`config.mk`:
```
export PLATFORM = sky130hd
export DESIGN_NAME = playback_sequencer
export DESIGN_NICKNAME = d
export VERILOG_FILES = /design/src/rtl/playback_sequencer.sv
export SDC_FILE = /design/constraint.sdc
export NUM_CORES = 1
export LEC_CHECK = 0
export BUFFER_PORTS_ARGS = -buffer_cell sky130_fd_sc_hd__buf_4
export CORE_MARGIN = 4
export CORE_UTILIZATION = 54
export DETAILED_ROUTE_END_ITERATION = 8
export PLACE_DENSITY = 0.74
export SYNTH_ARGS = -nofsm -noshare
export SYNTH_HDL_FRONTEND = slang
export SYNTH_SLANG_ARGS = --single-unit
```
`constraint.sdc`:
```
create_clock -name clk -period 2.4 [get_ports clk]
set_clock_uncertainty 0.2 [all_clocks]
set_input_delay 0.24 -clock clk [delete_from_list [all_inputs] [get_ports clk]]
set_output_delay 0.24 -clock clk [all_outputs]
set_load 0.005 [all_outputs]
```
`src/rtl/playback_sequencer.sv`:
```
// rtl/playback_sequencer.sv - record-then-replay entry buffer with timed display per entry
// Define PLAYBACK_LOOP_EN to let the loop input replay the buffer continuously.
module playback_sequencer #(
  parameter int DATA_W = 8,
  parameter int DEPTH  = 16,
  parameter int TICK_W = 24
) (
  input  logic                       clk,
  input  logic                       reset,
  input  logic                       save,
  input  logic                       execute,
  input  logic                       stop,
  input  logic                       loop,
  input  logic [DATA_W-1:0]          data_in,
  input  logic [TICK_W-1:0]          period,
  output logic [DATA_W-1:0]          data_out,
  output logic                       data_valid,
  output logic                       busy,
  output logic                       empty,
  output logic                       full,
  output logic [$clog2(DEPTH+1)-1:0] count,
  output logic                       overflow
);

  localparam int CW = $clog2(DEPTH+1);
  localparam int AW = $clog2(DEPTH);

  typedef enum logic [2:0] {IDLE, SAVING, WAITING, READ, DISPLAY} state_t;

  state_t              state_q, state_d;
  logic [CW-1:0]       count_q, count_d;
  logic [CW-1:0]       rd_ptr_q, rd_ptr_d;
  logic [TICK_W-1:0]   timer_q, timer_d;
  logic                overflow_q, overflow_d;
  logic [DATA_W-1:0]   data_out_q, data_out_d;
  logic                data_valid_q, data_valid_d;
  logic                busy_q, busy_d;
  logic [DATA_W-1:0]   save_data_q, save_data_d;
  logic                stop_pend_q, stop_pend_d;
  logic [DATA_W-1:0]   mem [DEPTH];

  logic                full_w, empty_w, loop_en;
  logic [TICK_W-1:0]   period_eff;

  assign full_w     = (count_q == CW'(DEPTH));
  assign empty_w    = (count_q == '0);
  assign period_eff = (period == '0) ? TICK_W'(1) : period;

`ifdef PLAYBACK_LOOP_EN
  assign loop_en = loop;
`else
  logic loop_unused;
  assign loop_unused = loop;
  assign loop_en     = 1'b0;
`endif

  always_comb begin
    state_d      = state_q;
    count_d      = count_q;
    rd_ptr_d     = rd_ptr_q;
    timer_d      = timer_q;
    overflow_d   = overflow_q;
    data_out_d   = data_out_q;
    save_data_d  = save_data_q;
    stop_pend_d  = stop_pend_q;
    case (state_q)
      IDLE: begin
        if (save) begin
          save_data_d = data_in;
          state_d     = SAVING;
        end
      end
      SAVING: begin
        count_d = count_q + CW'(1);
        state_d = WAITING;
      end
      WAITING: begin
        if (save && !full_w) begin
          save_data_d = data_in;
          state_d     = SAVING;
        end else begin
          if (save) overflow_d = 1'b1;
          if ((execute || full_w) && !empty_w) state_d = READ;
        end
      end
      READ: begin
        data_out_d  = mem[rd_ptr_q[AW-1:0]];
        rd_ptr_d    = rd_ptr_q + CW'(1);
        timer_d     = period_eff;
        stop_pend_d = stop;
        state_d     = DISPLAY;
      end
      DISPLAY: begin
        stop_pend_d = 1'b0;
        // A stop seen during READ is held so it still aborts on the first display cycle.
        if (stop || stop_pend_q) begin
          rd_ptr_d = '0;
          state_d  = WAITING;
        end else if (timer_q == TICK_W'(1)) begin
          if (rd_ptr_q != count_q) begin
            state_d = READ;
          end else if (loop_en) begin
            rd_ptr_d = '0;
            state_d  = READ;
          end else begin
            count_d    = '0;
            rd_ptr_d   = '0;
            overflow_d = 1'b0;
            state_d    = IDLE;
          end
        end else begin
          timer_d = timer_q - TICK_W'(1);
        end
      end
      default: state_d = IDLE;
    endcase
    data_valid_d = (state_d == DISPLAY);
    busy_d       = (state_d == READ) || (state_d == DISPLAY);
  end

  always_ff @(posedge clk) begin
    if (reset) begin
      state_q      <= IDLE;
      count_q      <= '0;
      rd_ptr_q     <= '0;
      timer_q      <= '0;
      overflow_q   <= 1'b0;
      data_out_q   <= '0;
      data_valid_q <= 1'b0;
      busy_q       <= 1'b0;
      save_data_q  <= '0;
      stop_pend_q  <= 1'b0;
    end else begin
      state_q      <= state_d;
      count_q      <= count_d;
      rd_ptr_q     <= rd_ptr_d;
      timer_q      <= timer_d;
      overflow_q   <= overflow_d;
      data_out_q   <= data_out_d;
      data_valid_q <= data_valid_d;
      busy_q       <= busy_d;
      save_data_q  <= save_data_d;
      stop_pend_q  <= stop_pend_d;
    end
  end

  always_ff @(posedge clk) begin
    if (!reset && state_q == SAVING) mem[count_q[AW-1:0]] <= save_data_q;
  end

  assign data_out   = data_out_q;
  assign data_valid = data_valid_q;
  assign busy       = busy_q;
  assign empty      = empty_w;
  assign full       = full_w;
  assign count      = count_q;
  assign overflow   = overflow_q;

endmodule

```
==> flow_summary.toml <==
[clock_tree]
cts_buffer_depth = 2
path_clk_slew_ns = 0.07
tritoncts = "done"
cts_buffers = 17
root_buffer = "clkbuf_16"
htree_num_levels = 4
cts.sinks = 185
insertion_delay_ns = 0.43

[timing]
worst_pin_slew_ns = 0.776
finalCriticalPeriod_ns = 2.43
layout_setup_ws_ns = -0.0265
relSlewSlack = 0.481
clock.fmax_mhz = 412
timing.final.crit_share = 1.01
fin_setup_tns_ns = -0.0734
setup_viol = 6
final_hold_viol_count = 0
rsz0062_at_grt = "yes"
slew_violations = 0

[die]
die_area_sq_um = 17100
placementRows = 44
initial_core_util = 0.556
die_h_um = 131
pin_count = 56
core_sq_um = 14600
die-width_um = 131

[synthesis]
yosysUniqueCellTypes = 57
synth_edf_count = 128
yosys_warnings = 0
seq_area_frac_synth = 0.612
synth_cells = 626
ys.flop_type = "edfxtp_1"
syn_nets = 671
synth_area_sq_um = 8150
syn_area_per_cell_sq_um = 13.0
ys_ff_latch = 185
async_reset_ff_frac = 0

[global_routing]
gr-usage-all-layers = 0.257
overflow = 0
grt_pass1_wl_um = 33000
grt_max_degree = 59
grt_pass1_vias = 6010
antenna_found_initial = 0

[critical_path]
slowest_delay_ns = 0.55
critical_path.top_delay_family = "simple AND/OR/NAND/NOR gates"
crit_fanout = 6
critical_path_arrival_ns = 2.51
crit_path_end_kind = "register"
path_cells = "or4_4 > or4_4 > o21a_4 > buf_8 > o41ai_4 > a21oi_1"
critical_path_class = "reg2reg"
path_buf_inv = 1
required_ns = 2.49
path_common_cell = "or4_4"
critPathLaunchType = "register"
cpMaxStageDelayCell = "or4_4"

[cells_and_area]
final_layout_size_suffix_gt1_frac = 0.327
antennaDiodeCount = 0
fin_nets = 806
layout_common_cells = "edfxtp_1 (128), buf_4 (126), dfxtp_1 (55)"
mostFrequentLayoutCell = "edfxtp_1"
fin_util = 0.709
syn_to_final_growth_pct = 27.4
design_area_sq_um = 10400

[power_and_ir_drop]
peakVddDrop_v = 0.000631
p_per_area_nw_per_um2 = 658
p_leak_nw = 3.70
total_power_w = 0.00683

[placed_design]
gp_congestion = 0.883
dpl_cell_area_sq_um = 9230
io_buffers = 54
hpwl_um = 13300

[drt]
viasPerCell = 6.35
dr.pass1.iters = 6
remaining_drc_errors = 0
routed-via-count = 6081
ant_nets = 0
wirelength_um = 21200
wl_per_cell_um = 22.2
drt_iter0_markers = 855

[run]
drv_cap = 0

[min_path]
hold_path_class = "in2reg"

[status]
violations = "negative setup slack"
status = "finished, violations left"
## cell usage after synthesis, drive strengths merged (5+ instances only)
library cell	number	share of area
dfxtp	57	0.14
nor3	18	0.011
nand2	51	0.023
o31ai	7	0.0064
a21oi	47	0.029
o21ai	20	0.012
mux2i	8	0.0098
mux4	40	0.11
or4	5	0.0055
xor2	5	0.0054
or3	5	0.0038
edfxtp	128	0.47
o32ai	10	0.011
a32o	6	0.0074
nand3	12	0.0074
ha	7	0.011
nor2	53	0.024
nor4	13	0.011
a31oi	12	0.0092
inv	13	0.0060
buf	9	0.0058
nand4	7	0.0054
clkbuf	33	0.015
a22oi	6	0.0055
## per-layer routing
metal | global-route usage | wire, um | part of all wire | vias to the layer above
met5 | 0 | 0 | 0 | -
met2 | 0.436 | 10600 | 0.50 | 315
met1 | 0.335 | 8710 | 0.41 | 2972
li1 | - | - | - | 2733
met4 | 0.0774 | 500 | 0.024 | 0
met3 | 0.0533 | 1380 | 0.065 | 61
## state kept, by name, summed over array words and instances (netlist names)
signal,flops
mem,128
timer_q,24
data_out,8
save_data_q,8
count,5
rd_ptr_q,5
state_q,3
busy,1
data_valid,1
overflow,1
stop_pend_q,1
## cells by family after synthesis
logic type,count (synthesis),synth area share
AO/OA/AOI/OAI,137,0.110
XOR/XNOR,5,0.00537
adder cells (fa/ha/maj),7,0.0107
buffers and inverters,55,0.0270
flip-flops,185,0.612
multiplexers,48,0.120
AND/OR/NAND/NOR,189,0.114
## report_power, final
part	switching, W	internal [W]
Combinational	0.000249	0.000221
Clock	0.00129	0.00158
Sequential	0.0000531	0.00344
Total	0.00160	0.00524
## metrics by stage
step / std cells / hold slack, ns / setup WS (ns)
2_1_floorplan: 626 / 0.187 / -0.0158
3_3_place_gp: 895 / 0.246 / -0.0600
3_5_place_dp: 895 / 0.257 / -0.140
4_1_cts: 955 / 0.00757 / -0.0607
5_1_grt: 958 / 0.0421 / -0.0831
6_report: 958 / 0.0197 / -0.0265
## final timing paths
path                                  from                  endpoint  slack, ns  cells past startpoint
setup / recovery  timer_q[19]$_SDFFE_PP0P_  rd_ptr_q[2]$_SDFFE_PP0P_      -0.03                      6
hold / removal                  period[12]  timer_q[12]$_SDFFE_PP0P_       0.02                      3
setup reg to reg  timer_q[19]$_SDFFE_PP0P_  rd_ptr_q[2]$_SDFFE_PP0P_      -0.03                      6
hold reg to reg   data_out[2]$_SDFFE_PP0P_  data_out[2]$_SDFFE_PP0P_       0.26                      2
## final cells by class
cell class	instances	area, sq um
multi-input combinational	386	3180
timing repair buffer	158	1320
fill	959	4270
tap	184	230
clock inverter	15	184
inverter	13	48.8
clock buffer	17	425
sequential	185	4990
## worst reg2reg max path: stages (launching register included)
cell and delay [ns]:
dfxtp_2 0.32, or4_4 0.55, or4_4 0.48, o21a_4 0.27, buf_8 0.16, o41ai_4 0.20, a21oi_1 0.10
## what timing repair did
action	CTS	global route
setup buffers	6	3
hold endpoints to repair	21	0
setup endpoints to repair	24	59
hold buffers	21	0
cloned	1	1
resized for setup	13	39
pin swaps	13	18
Power figures use the tool's default switching activity.
